[config.mk]
export PLATFORM = sky130hd
export DESIGN_NAME = fetch_sequencer
export DESIGN_NICKNAME = d
export VERILOG_FILES = /design/src/rtl/fetch_sequencer.sv
export SDC_FILE = /design/constraint.sdc
export NUM_CORES = 1
export LEC_CHECK = 0
export BUFFER_PORTS_ARGS = -buffer_cell sky130_fd_sc_hd__buf_2
export CORE_MARGIN = 1
export CORE_UTILIZATION = 40
export DETAILED_ROUTE_END_ITERATION = 10
export PLACE_DENSITY = 0.71
export SLEW_MARGIN = 30
export SYNTH_ARGS = -nofsm -noshare
export SYNTH_HDL_FRONTEND = slang
export SYNTH_SLANG_ARGS = --single-unit
[constraint.sdc]
create_clock -name clk -period 2 [get_ports clk]
set_clock_uncertainty 0.1 [all_clocks]
set_input_delay 0.2 -clock clk [delete_from_list [all_inputs] [get_ports clk]]
set_output_delay 0.2 -clock clk [all_outputs]
set_load 0.05 [all_outputs]
[src/rtl/fetch_sequencer.sv]
// Fetch-side sequencer: owns the PC, arbitrates the instruction-memory port
// between the host loader and fetch, and steps through IDLE/RUN/DRAIN/HALT.
module fetch_sequencer #(
  parameter int PC_WIDTH     = 8,
  parameter int INSTR_WIDTH  = 32,
  parameter int DRAIN_CYCLES = 3,
  parameter int CNT_WIDTH    = 16
) (
  input  logic                   clk,
  input  logic                   rst,
  input  logic                   host_wr_en,
  input  logic [PC_WIDTH-1:0]    host_wr_addr,
  input  logic [INSTR_WIDTH-1:0] host_wr_data,
  input  logic                   host_start,
  input  logic [PC_WIDTH-1:0]    host_start_pc,
  output logic                   host_err,
  input  logic                   hz_stall,
  input  logic                   br_taken,
  input  logic [PC_WIDTH-1:0]    br_target,
  input  logic                   halt_detect,
  output logic                   imem_we,
  output logic [PC_WIDTH-1:0]    imem_addr,
  output logic [INSTR_WIDTH-1:0] imem_wdata,
  output logic [PC_WIDTH-1:0]    pc,
  output logic                   ifid_en,
  output logic                   ifid_flush,
  output logic                   idex_flush,
  output logic                   busy,
  output logic                   halted,
  output logic [CNT_WIDTH-1:0]   fetch_cnt
);

  localparam int DW = (DRAIN_CYCLES < 2) ? 1 : $clog2(DRAIN_CYCLES + 1);

  typedef enum logic [1:0] {S_IDLE, S_RUN, S_DRAIN, S_HALT} state_t;

  state_t                 state_q, state_d;
  logic [PC_WIDTH-1:0]    pc_q, pc_d;
  logic [CNT_WIDTH-1:0]   cnt_q, cnt_d;
  logic [DW-1:0]          drain_q, drain_d;
  logic                   we_q, we_d;
  logic [PC_WIDTH-1:0]    waddr_q, waddr_d;
  logic [INSTR_WIDTH-1:0] wdata_q, wdata_d;
  logic                   err_q, err_d;

  always_ff @(posedge clk) begin
    if (rst) begin
      state_q <= S_IDLE;
      pc_q    <= '0;
      cnt_q   <= '0;
      drain_q <= '0;
      we_q    <= 1'b0;
      waddr_q <= '0;
      wdata_q <= '0;
      err_q   <= 1'b0;
    end else begin
      state_q <= state_d;
      pc_q    <= pc_d;
      cnt_q   <= cnt_d;
      drain_q <= drain_d;
      we_q    <= we_d;
      waddr_q <= waddr_d;
      wdata_q <= wdata_d;
      err_q   <= err_d;
    end
  end

  always_comb begin
    state_d    = state_q;
    pc_d       = pc_q;
    cnt_d      = cnt_q;
    drain_d    = drain_q;
    we_d       = 1'b0;
    waddr_d    = waddr_q;
    wdata_d    = wdata_q;
    err_d      = 1'b0;
    ifid_en    = 1'b0;
    ifid_flush = 1'b1;
    idex_flush = 1'b0;
    case (state_q)
      S_IDLE, S_HALT: begin
        if (host_wr_en) begin
          we_d    = 1'b1;
          waddr_d = host_wr_addr;
          wdata_d = host_wr_data;
        end
        // A start colliding with a write loses; the write still lands.
        if (host_start) begin
          if (host_wr_en) err_d = 1'b1;
          else begin
            pc_d    = host_start_pc;
            cnt_d   = '0;
            state_d = S_RUN;
          end
        end
      end
      S_RUN: begin
        err_d      = host_wr_en | host_start;
        ifid_flush = 1'b0;
        if (br_taken) begin
          pc_d       = br_target;
          ifid_flush = 1'b1;
          idex_flush = 1'b1;
          cnt_d      = cnt_q + 1'b1;
        end else if (hz_stall) begin
          idex_flush = 1'b1;
        end else if (halt_detect) begin
          ifid_flush = 1'b1;
          drain_d    = DW'(DRAIN_CYCLES);
          state_d    = S_DRAIN;
        end else begin
          pc_d    = pc_q + 1'b1;
          ifid_en = 1'b1;
          cnt_d   = cnt_q + 1'b1;
        end
      end
      S_DRAIN: begin
        err_d = host_wr_en | host_start;
        if (drain_q <= DW'(1)) state_d = S_HALT;
        else drain_d = drain_q - 1'b1;
      end
      default: state_d = S_IDLE;
    endcase
  end

  assign busy       = (state_q == S_RUN) || (state_q == S_DRAIN);
  assign halted     = (state_q == S_HALT);
  assign imem_we    = we_q;
  assign imem_addr  = busy ? pc_q : waddr_q;
  assign imem_wdata = wdata_q;
  assign pc         = pc_q;
  assign host_err   = err_q;
  assign fetch_cnt  = cnt_q;

endmodule

; Yosys cells after proc, flatten, opt, wreduce, memory -nomap -nowiden
; Cells that the tools add are included.
[word_totals]
regBits = 70
inputBits = 63
word_cells = 76
[classes]
addsub = 3
n_lt_le_gt_ge = 1
n_eq_ne = 12
muxes = 39
bitwise = 2
reduce_logical = 11
[ops]
columns = op, n
row1 = 16-bit two-way mux, 5
row2 = 8-bit two-way mux, 6
row3 = 16-bit one-hot mux with 2 select lines, 1
row4 = 2-bit two-way mux, 10
row5 = "16-bit by 1-bit adder with 16-bit output, second input constant", 1
row6 = 8-bit one-hot mux with 2 select lines, 1
row7 = "2-bit != test, second input constant", 7
row8 = 1-bit two-way mux, 13
row9 = 5-bit AND reduction, 2
row10 = "8-bit by 1-bit adder with 8-bit output, second input constant", 1
row11 = "3-bit != test, second input constant", 2
row12 = 2-bit one-hot mux with 3 select lines, 1
row13 = 6-bit AND reduction, 1
row14 = 2-bit OR reduction, 3
row15 = "2-bit == test, second input constant", 2
row16 = 2-bit one-hot mux with 2 select lines, 1
row17 = 2-bit nonzero test, 2
row18 = "2-bit by 1-bit == test with 1-bit output, second input constant", 1
row19 = "2-bit by 1-bit less-or-equal comparator with 1-bit output, second input constant", 1
row20 = 2-bit logical NOT, 1
row21 = 1-bit one-hot mux with 2 select lines, 1
row22 = 2-bit AND reduction, 1
row23 = "2-bit by 1-bit subtractor with 2-bit output, second input constant", 1
row24 = 1-bit logical OR, 1
row25 = other kinds (2), 2

; Longest topological paths before layout
; Gate-level depths: netlist of run 1.
[depth]
depth_word = 5
ltp_mapped = 9
ltp_nobuf = 6

; Worst setup path before layout of run 1
; No wires, ideal clock.
[synth_timing]
path_kind = flip-flop to output port
start = register state_q[0]
end = output port ifid_en
t_arrival_ps = 2283
setup_slack_ps = -583
stages_incl_launch_ff = 3
n_path_buf = 0
cell_sequence = dfxtp_1 > ha_1 > nor4b_1
[synth_between]
elab_chain_len = 2
[synth_lines]
columns = item, line
row1 = "start, declared", 37  ; state_t state_q, state_d;
row2 = "start signal, assigned", 57  ; state_q <= state_d;
row3 = 2-bit by 1-bit == test with 1-bit output, 80  ; case (state_q)
row4 = 1-bit two-way mux, 80
row5 = "end, declared", 25  ; output logic ifid_en,
; No other way between the ends.

; Worst setup path after layout of run 1
[layout_timing]
start = register state_q[1]
end = register cnt_q[8] (netlist: fetch_cnt[8])
[layout_between]
elab_chain_len = 4
word_cells_on_any_way = 11
[layout_lines]
columns = item, line
row1 = 2-bit == test or 2-bit logical NOT (tied branches), 80
row2 = 2-bit OR reduction, 80
row3 = 2-bit != test (no line) or 2-bit nonzero test (tied branches), --
row4 = 5-bit AND reduction (no line), --
row5 = "end signal, assigned", 59  ; cnt_q <= cnt_d;
row6 = "end, declared", 39  ; logic [CNT_WIDTH-1:0] cnt_q, cnt_d;
; Parallel ways exist; a longest one is shown, timed or not.
; A chain may end at the register's enable or synchronous reset.

==> out/qor.yml, run 1 <==
placed_cells: 631
rrSetupSlack_ps: -80
finalCriticalPeriod_ps: 2080
initial_core_util_pct: 41.1
die_area_um2: 8260
root_buffer: "clkbuf_8"
min_to: "waddr_q[4]"
cts_inserted_buffers: 9
synth_top_area_share_pct: 44.3
finalNonFillerCells: 691
core_um2: 7690
p_int_w: 0.00420
rr_startpoint: "state_q[1]"
ant_nets: 0
crit_arrival_ps: 2260
gp_congestion: 0.778
cp_data_required_time_ps: 2180
synth-edff-count: 0
synthCells: 400
grt_pass1_wl_um: 16000
avgSynthCellArea_um2: 7.90
maxCapViolations: 0
synth-async-reset-ratio_pct: 0
setup_viol: 18
setup_slack_ps: -81.6
netSwitchingPower_w: 0.00350
antenna_found_initial: 0
netlist_top_cells_area: "dfxtp_1 44%, nand2_1 12%, a21oi_1 10%"
grt_pass1_vias: 3437
synth.distinct_cells: 44
rows: 32
setup_tns_ps: -879
rsz0062_at_grt: "true"
ir_worst_vdd_mv: 0.947
p_seq_share_pct: 25.0
ios: 134
die_y_um: 90.9
syn_nets: 470
clkPwrFrac_pct: 18.4
power_density_nw_per_um2: 1560
routedWlPerCell_um: 14.3
nNetsFinal: 654
yosysWarnings: 0
vias: 3595
fin_crit_sh_pct: 104
p_total_w: 0.00770
antenna_cells: 0
grt_max_degree: 42
dr.first_iter.drc_count: 102
finalHoldViolations: 0
violations: "negative setup slack"
pwr-share-comb_pct: 56.7
path_max_fanout: 8
io_buffers: 133
ys_seq_area_share_pct: 44.3
hold_start: "host_wr_addr[4]"
cts.sinks: 70
ff2ff_path_depth: 7
hp-class: "input port to flip-flop"
dp_hpwl_um: 6190
fmax_mhz: 480
relSlewSlack_pct: 70.0
drive_gt1_share_pct: 36.2
drv_slew: 0
ys.flop_type: "dfxtp_1"
hold_ws_ps: 10.5
gr-usage-all-layers_pct: 23.8
r2r-end: "fetch_cnt[8]"
path_clk_slew_ps: 80
synth_top_area_cell: "dfxtp_1"
ys_ff_latch: 70
drt_pass1_iterations: 4
htree_levels: 3
insertion_delay_ps: 340
routed_wl_um: 9900
cts_tree: "done"
overflow: 0
tightest_slew_ps: 450
cp-end-kind: "flip-flop"
synth_area_um2: 3160
routed_via_density: 5.20
syn_to_final_growth_pct: 56.4
die_w_um: 90.9
worst_setup_path_start_kind: "flip-flop"
drc: 0
status: "finished with violations"
switching_share_pct: 45.5
clockBufferDepth: 2
whs_path_depth: 3
path_class: "flip-flop to flip-flop"
leakage_nw: 2.16
[worst max path at each step]
stage / from / endpoint / cells after the start
floorplan: state_q[0] / fetch_cnt[10] / 7
global placement: state_q[0] / fetch_cnt[11] / 6
detailed placement: state_q[0] / fetch_cnt[11] / 6
CTS: state_q[1] / fetch_cnt[11] / 7
global route: state_q[1] / fetch_cnt[8] / 7
finish: state_q[1] / fetch_cnt[8] / 7
[critical path, cell delays in order, from the launching register on]
cell and delay (ps):
dfxtp_2 340, buf_6 120, ha_4 280, nor2_2 40, a221o_2 380, buf_12 160, or4_4 470, a21oi_2 130
[kinds of logic (layout without fill, tap and decap cells)]
logic type	count (synthesis)	count (layout)	synth area share, %
simple gates	153	153	22.3
flops	70	70	44.3
mux	8	8	2.81
buf+inv	40	229	4.87
compound gates	122	122	22.9
fa+ha+maj	7	7	2.77
[Yosys cell counts (all sizes together), types with 3 or more instances]
master / number
and3: 4
o21ai: 19
clkbuf: 21
nand2: 98
nand3: 11
or4: 9
a21oi: 66
or3: 6
buf: 5
a211oi: 3
o211ai: 5
mux2: 7
o31ai: 11
inv: 14
nand2b: 4
ha: 7
a21boi: 3
a311oi: 3
nor2: 6
dfxtp: 70
[layer usage]
| metal | vias up | track usage, % | part of all wire [%] |
|---|---|---|---|
| li1 | 1781 | - | - |
| met1 | 1670 | 28.3 | 43 |
| met4 | 0 | 9.26 | 1.6 |
| met3 | 15 | 6.48 | 6.5 |
| met2 | 129 | 40.7 | 49 |
| met5 | - | 0 | 0 |
[cell type report]
class | count | area, um2
timing repair buffer | 199 | 1400
inverter | 14 | 56.3
clock inverter | 7 | 121
tap | 102 | 128
sequential | 70 | 1410
fill | 666 | 2740
multi-input combinational | 290 | 1700
clock buffer | 9 | 124
[stage by stage]
stage                     utilization [%]  area [um2]  worst slack [ps]
final                                64.3        4940             -81.6
after global routing                 64.3        4940              -139
after detailed placement             53.0        4070             -81.5
after CTS                            62.0        4770             -75.9
after floorplan                         -        3200             -61.7
after global placement               53.0        4070             -20.5
[registers in the layout (all words and copies together), names as in the netlist]
register / count
imem_wdata: 32
fetch_cnt: 16
pc: 8
imem_we: 1
drain_q: 2
state_q: 2
host_err: 1
waddr_q: 8
[repair_timing]
| action | in CTS | in global routing |
|---|---|---|
| gates resized for setup | 18 | 28 |
| endpoints found under the setup margin | 17 | 26 |
| hold buffers | 36 | 1 |
| buffers inserted | 2 | 3 |
| pin swaps | 1 | 11 |
| hold endpoints to repair | 36 | 1 |
| gates cloned | 0 | 2 |
[power groups by stage]
stage	Clock [W]	Sequential [W]	Combinational [W]
floorplan	0	0.00261	0.00189
global placement	0	0.00192	0.00356
detailed placement	0	0.00193	0.00362
CTS	0.00143	0.00190	0.00394
global route	0.00149	0.00196	0.00464
finish	0.00142	0.00192	0.00436
[layout by cell type (no fill, tap or decap), types with 3 or more instances in the layout]
| cell | n |
|---|---|
| a211oi_1 | 3 |
| ha_1 | 4 |
| buf_2 | 124 |
| a311oi_1 | 3 |
| o21ai_0 | 11 |
| dlygate4sd3_1 | 37 |
| and3_1 | 4 |
| buf_4 | 21 |
| or3_1 | 6 |
| or4_4 | 4 |
| bufinv_16 | 3 |
| o31ai_1 | 7 |
| dfxtp_1 | 66 |
| a21oi_2 | 3 |
| nand2_1 | 98 |
| nand2b_1 | 4 |
| o31ai_2 | 4 |
| inv_1 | 11 |
| o21ai_1 | 7 |
| nor2_1 | 5 |
| clkbuf_8 | 9 |
| nand3_1 | 11 |
| or4_1 | 5 |
| a21oi_1 | 63 |
| buf_12 | 4 |
| mux2_2 | 7 |
| buf_6 | 11 |
| o211ai_1 | 5 |
| dfxtp_2 | 3 |
(Power assumes the default switching activity.)
==> run 2: changes to the inputs <==
--- a/config.mk
+++ b/config.mk
@@ -9,7 +9,8 @@
 export CORE_MARGIN = 1
 export CORE_UTILIZATION = 40
 export DETAILED_ROUTE_END_ITERATION = 10
-export PLACE_DENSITY = 0.71
+export PLACE_DENSITY = 0.69
+export SKIP_LAST_GASP = 1
 export SLEW_MARGIN = 30
 export SYNTH_ARGS = -nofsm -noshare
 export SYNTH_HDL_FRONTEND = slang
==> constraint.sdc (replaced) <==
create_clock -name clk -period 2.2 [get_ports clk]
set_clock_uncertainty 0.1 [all_clocks]
set_input_delay 0.22 -clock clk [delete_from_list [all_inputs] [get_ports clk]]
set_output_delay 0.22 -clock clk [all_outputs]
set_load 0.05 [all_outputs]
==> out/qor.yml, run 2 (synthesis results as in run 1) <==
cp-end-kind: "flip-flop"  # unchanged
setup_viol: 0  # was 18
maxCapViolations: 0  # unchanged
drv_slew: 0  # unchanged
cts_inserted_buffers: 9  # unchanged
critPathMaxStageDelay_ps: 510  # was 470 ps
cts.sinks: 70  # unchanged
finalCriticalPeriod_ps: 2150  # was 2080 ps
largest_reg_flops: 32  # unchanged
die_y_um: 90.9  # unchanged
postLayoutCoreUtil_pct: 56.1  # was 64.3%
vias: 3339  # was 3595
die_area_um2: 8260  # unchanged
htree_levels: 3  # unchanged
root_buffer: "clkbuf_8"  # unchanged
core_um2: 7690  # unchanged
slowest_stage: "or4_1"  # was or4_4
fin_crit_sh_pct: 97.7  # was 104%
rrSetupSlack_ps: 50  # was -80 ps
nNetsFinal: 606  # was 654
finalHoldViolations: 0  # unchanged
p_total_w: 0.00629  # was 0.00770 W
cp_cell_sequence: "inv_1, ha_2, nor2b_1, a221o_1, buf_12, or4_1, a21oi_1"  # was buf_6, ha_4, nor2_2, a221o_2, buf_12, or4_4, a21oi_2
hold_start: "host_wr_addr[1]"  # was host_wr_addr[4]
ant_nets: 0  # unchanged
gp_congestion: 0.723  # was 0.778
cts_tree: "done"  # unchanged
fillers: 759  # was 666
antenna_found_initial: 0  # unchanged
initial_core_util_pct: 41.1  # unchanged
crit_buf_inv: 2  # unchanged
r2r-end: "fetch_cnt[14]"  # was fetch_cnt[8]
critPathTopFamily: "simple AND/OR/NAND/NOR gates"  # unchanged
whs_path_depth: 3  # unchanged
routed_wl_um: 8650  # was 9900 um
routed_via_density: 5.20  # about the same
insertion_delay_ps: 340  # about the same
overflow: 0  # unchanged
drive_gt1_share_pct: 33.5  # was 36.2%
relSlewSlack_pct: 70.5  # was 70.0%
status: "complete, no violations"  # was finished with violations
die_w_um: 90.9  # unchanged
cp_data_required_time_ps: 2370  # was 2180 ps
ios: 134  # unchanged
rows: 32  # unchanged
grt_pass1_wl_um: 13700  # was 16000 um
grt_pass1_vias: 3033  # was 3437
antenna_cells: 0  # unchanged
grt_max_degree: 39  # was 42
leakage_nw: 1.90  # was 2.16 nW
fmax_mhz: 465  # was 480 MHz
clockBufferDepth: 2  # unchanged
ff2ff_path_depth: 7  # unchanged
final_cell_mix: "132 x buf_2, 98 x nand2_1, 68 x dfxtp_1"  # was 124 x buf_2, 98 x nand2_1, 66 x dfxtp_1
final_common_cell: "buf_2"  # unchanged
crit_arrival_ps: 2320  # was 2260 ps
path_clk_slew_ps: 80  # about the same
ir_worst_vdd_mv: 0.576  # was 0.947 mV
tightest_slew_ps: 439  # was 450 ps
power_density_nw_per_um2: 1460  # was 1560 nW/um2
gr-usage-all-layers_pct: 20.2  # was 23.8%
dr.first_iter.drc_count: 98  # was 102
routedWlPerCell_um: 13.5  # was 14.3 um
drt_pass1_iterations: 5  # was 4
path_max_fanout: 19  # was 8
io_buffers: 133  # unchanged
min_to: "waddr_q[1]"  # was waddr_q[4]
rr_startpoint: "state_q[1]"  # unchanged
path_class: "flip-flop to flip-flop"  # unchanged
dp_hpwl_um: 5900  # was 6190 um
drc: 0  # unchanged
worst_setup_path_start_kind: "flip-flop"  # unchanged
syn_to_final_growth_pct: 36.5  # was 56.4%
hp-class: "input port to flip-flop"  # unchanged
run 2: area by class of cell:
type | instances | area [um2] | share of cell area, %
Multi-Input combinational cell | 290 | 1640 | 38.0
Tap cell | 102 | 128 | 2.96
Inverter | 14 | 52.6 | 1.22
Clock inverter | 3 | 67.6 | 1.57
Sequential cell | 70 | 1410 | 32.6
Clock buffer | 12 | 155 | 3.60
Timing Repair Buffer | 151 | 865 | 20.0
run 2: timing repair:
action / 4_1_cts / 5_1_grt
cloned: 0 / 1
endpoints found under the setup margin: 8 / 17
buffers inserted: 0 / 1
endpoints found under the hold margin: 1 / 0
resized for setup: 1 / 9
pin swaps: 0 / 3
hold buffers: 1 / 0
run 2: how the worst max path moves through the flow:
stage,end,startpoint,depth (start not counted)
2_1_floorplan,imem_addr[7],state_q[0],5
3_3_place_gp,fetch_cnt[15],state_q[0],6
3_5_place_dp,fetch_cnt[13],state_q[0],7
4_1_cts,imem_addr[1],state_q[0],5
5_1_grt,fetch_cnt[13],state_q[0],7
6_report,fetch_cnt[14],state_q[1],7
run 2: per-stage QoR:
| stage | setup TNS [ps] | instance area (um2) | hold slack [ps] | std cells | setup WS, ps |
|---|---|---|---|---|---|
| 2_1_floorplan | 0 | 3170 | 256 | 400 | 55.7 |
| 3_3_place_gp | 0 | 4010 | 339 | 624 | 93.1 |
| 3_5_place_dp | 0 | 4010 | 343 | 624 | 14.5 |
| 4_1_cts | 0 | 4250 | 1.14 | 640 | 7.34 |
| 5_1_grt | -3.22 | 4320 | 7.98 | 642 | -3.22 |
| 6_report | 0 | 4320 | 14.1 | 642 | 51.6 |
run 2: tightest hold or removal path, stage by stage:
cell,delay [ps]
buf_2,90
nand2_1,50
a21oi_1,50
run 2: per-layer routing:
| layer | up-vias | global-route usage, % | part of all wire (%) | routed length, um |
|---|---|---|---|---|
| li1 | 1683 | - | - | - |
| met2 | 120 | 33.6 | 46 | 4020 |
| met5 | - | 0 | 0 | 0 |
| met4 | 0 | 5.16 | 0.87 | 75 |
| met1 | 1526 | 25.8 | 45 | 3910 |
| met3 | 10 | 5.39 | 7.4 | 636 |
run 2: power by group:
group          leakage, nW  internal [W]  total, W  switching [W]
Clock                0.109      0.000696   0.00117       0.000479
Combinational         1.22       0.00111   0.00337        0.00226
Sequential           0.573       0.00153   0.00175       0.000222
==> run 3: changes to the inputs <==
--- a/config.mk
+++ b/config.mk
@@ -7,9 +7,9 @@
 export LEC_CHECK = 0
 export BUFFER_PORTS_ARGS = -buffer_cell sky130_fd_sc_hd__buf_2
 export CORE_MARGIN = 1
-export CORE_UTILIZATION = 40
+export CORE_UTILIZATION = 48
 export DETAILED_ROUTE_END_ITERATION = 10
-export PLACE_DENSITY = 0.69
+export PLACE_DENSITY = 0.8
 export SKIP_LAST_GASP = 1
 export SLEW_MARGIN = 30
 export SYNTH_ARGS = -nofsm -noshare
==> out/qor.yml, run 3 (synthesis results as in run 1) <==
gr-usage-all-layers_pct: 23.6  # was 20.2%
rows: 29  # was 32
routed_via_density: 5.47  # was 5.20
setup_tns_ps: 0  # unchanged
dp_slack_ps: 62.0  # was 14.5 ps
ant_nets: 0  # unchanged
fin_crit_sh_pct: 96.1  # was 97.7%
syn_to_final_growth_pct: 35.0  # was 36.5%
pwr-share-comb_pct: 52.6  # was 53.5%
p_int_w: 0.00331  # was 0.00333 W
initial_core_util_pct: 49.8  # was 41.1%
dr.first_iter.drc_count: 149  # was 98
die_w_um: 83.1  # was 90.9 um
worst_setup_path_start_kind: "flip-flop"  # unchanged
fmax_mhz: 473  # was 465 MHz
root_buffer: "clkbuf_8"  # unchanged
dr_wl_met3_um: 704  # was 636 um
p_total_w: 0.00623  # was 0.00629 W
fillers: 537  # was 759
tightest_slew_ps: 452  # was 439 ps
ios: 134  # unchanged
cp_data_required_time_ps: 2370  # about the same
switching_share_pct: 46.9  # was 47.1%
routed_wl_um: 8280  # was 8650 um
drv_slew: 0  # unchanged
drive_gt1_share_pct: 32.9  # was 33.5%
postLayoutCoreUtil_pct: 67.2  # was 56.1%
leakage_nw: 1.90  # about the same
crit_arrival_ps: 2280  # was 2320 ps
final_cell_mix: "132 x buf_2, 98 x nand2_1, 69 x dfxtp_1"  # was 132 x buf_2, 98 x nand2_1, 68 x dfxtp_1
setup_viol: 0  # unchanged
p_seq_share_pct: 27.8  # about the same
finalCriticalPeriod_ps: 2110  # was 2150 ps
setup_slack_ps: 85.6  # was 51.6 ps
dp_hpwl_um: 5830  # was 5900 um
status: "complete, no violations"  # unchanged
antenna_found_initial: 0  # unchanged
ir_worst_vdd_mv: 0.886  # was 0.576 mV
netSwitchingPower_w: 0.00292  # was 0.00296 W
overflow: 0  # unchanged
path_max_fanout: 29  # was 19
path_class: "flip-flop to flip-flop"  # unchanged
core_um2: 6350  # was 7690 um2
final_common_cell: "buf_2"  # unchanged
grt_pass1_wl_um: 13400  # was 13700 um
hold_ws_ps: 15.0  # was 14.1 ps
cts.sinks: 70  # unchanged
cts_hold_buf: 0  # was 1
drc: 0  # unchanged
htree_levels: 3  # unchanged
cts_inserted_buffers: 9  # unchanged
grt_max_degree: 45  # was 39
clkPwrFrac_pct: 19.5  # was 18.7%
nNetsFinal: 603  # was 606
top_layer_used: "met4"  # unchanged
die_area_um2: 6910  # was 8260 um2
power_density_nw_per_um2: 1460  # about the same
relSlewSlack_pct: 69.9  # was 70.5%
clockBufferDepth: 2  # unchanged
cp-end-kind: "flip-flop"  # unchanged
die_y_um: 83.1  # was 90.9 um
gp_congestion: 0.786  # was 0.723
finalHoldViolations: 0  # unchanged
largest_reg_flops: 32  # unchanged
vias: 3367  # was 3339
grt_pass1_vias: 3015  # was 3033
insertion_delay_ps: 340  # about the same
path_clk_slew_ps: 70  # was 80 ps
cts_tree: "done"  # unchanged
drt_pass1_iterations: 4  # was 5
maxCapViolations: 0  # unchanged
hp-class: "input port to flip-flop"  # unchanged
antenna_cells: 0  # unchanged
wl_met1_um: 3580  # was 3910 um
routedWlPerCell_um: 13.5  # about the same
io_buffers: 133  # unchanged
route.met2.wl_um: 3910  # was 4020 um
-- run 3: cell count changes in the layout (fill, tap and decap cells not counted), sizes merged --
| cell | before | now |
|---|---|---|
| clkbuf | 14 | 12 |
| dlygate4sd3 | 1 | 0 |
| inv | 14 | 15 |
-- run 3: final cells by class --
| cell class | count | area, um2 | share of cell area (%) |
|---|---|---|---|
| clock buffer | 12 | 165 | 3.87 |
| timing repair buffer | 148 | 838 | 19.7 |
| multi-input combinational | 290 | 1630 | 38.3 |
| inverter | 14 | 52.6 | 1.23 |
| clock inverter | 4 | 76.3 | 1.79 |
| sequential | 70 | 1410 | 32.9 |
| tap | 77 | 96.3 | 2.26 |
-- run 3: through the flow --
step	area [um2]	cells
after floorplan	3170	400
final	4270	615
after detailed placement	4000	599
after CTS	4240	615
after global routing	4270	615
after global placement	4000	599
-- run 3: routing by layer --
layer,global-route usage [%],vias up
met4,10.3,0
met2,36.6,126
li1,-,1673
met5,0,-
met1,29.8,1560
met3,7.85,8
-- run 3: power by group through the flow --
stage	Combinational [W]	Sequential, W	Clock, W
2_1_floorplan	0.00166	0.00236	0
3_3_place_gp	0.00314	0.00173	0
3_5_place_dp	0.00319	0.00175	0
4_1_cts	0.00323	0.00172	0.00124
5_1_grt	0.00353	0.00177	0.00129
6_report	0.00328	0.00173	0.00122
-- run 3: final timing paths --
kind                    startpoint        endpoint  slack [ps]  depth (start not counted)
setup / recovery        state_q[1]    fetch_cnt[9]          90                          7
hold / removal    host_wr_data[18]  imem_wdata[18]          20                          3
setup reg to reg        state_q[1]    fetch_cnt[9]          90                          7
hold reg to reg      imem_wdata[4]   imem_wdata[4]         350                          2
-- run 3: timing repair --
item                                   CTS  global route
buffers inserted                         0             0
resized for setup                        1             8
setup endpoints to repair                2            13
gates cloned                             0             0
endpoints found under the hold margin    0             0
-- run 3: critical path: stages, from the launching register on --
cell and delay (ps):
dfxtp_4 370, inv_1 60, ha_1 210, nor2b_1 160, a221o_1 330, buf_12 170, or4_1 510, a21oi_1 140
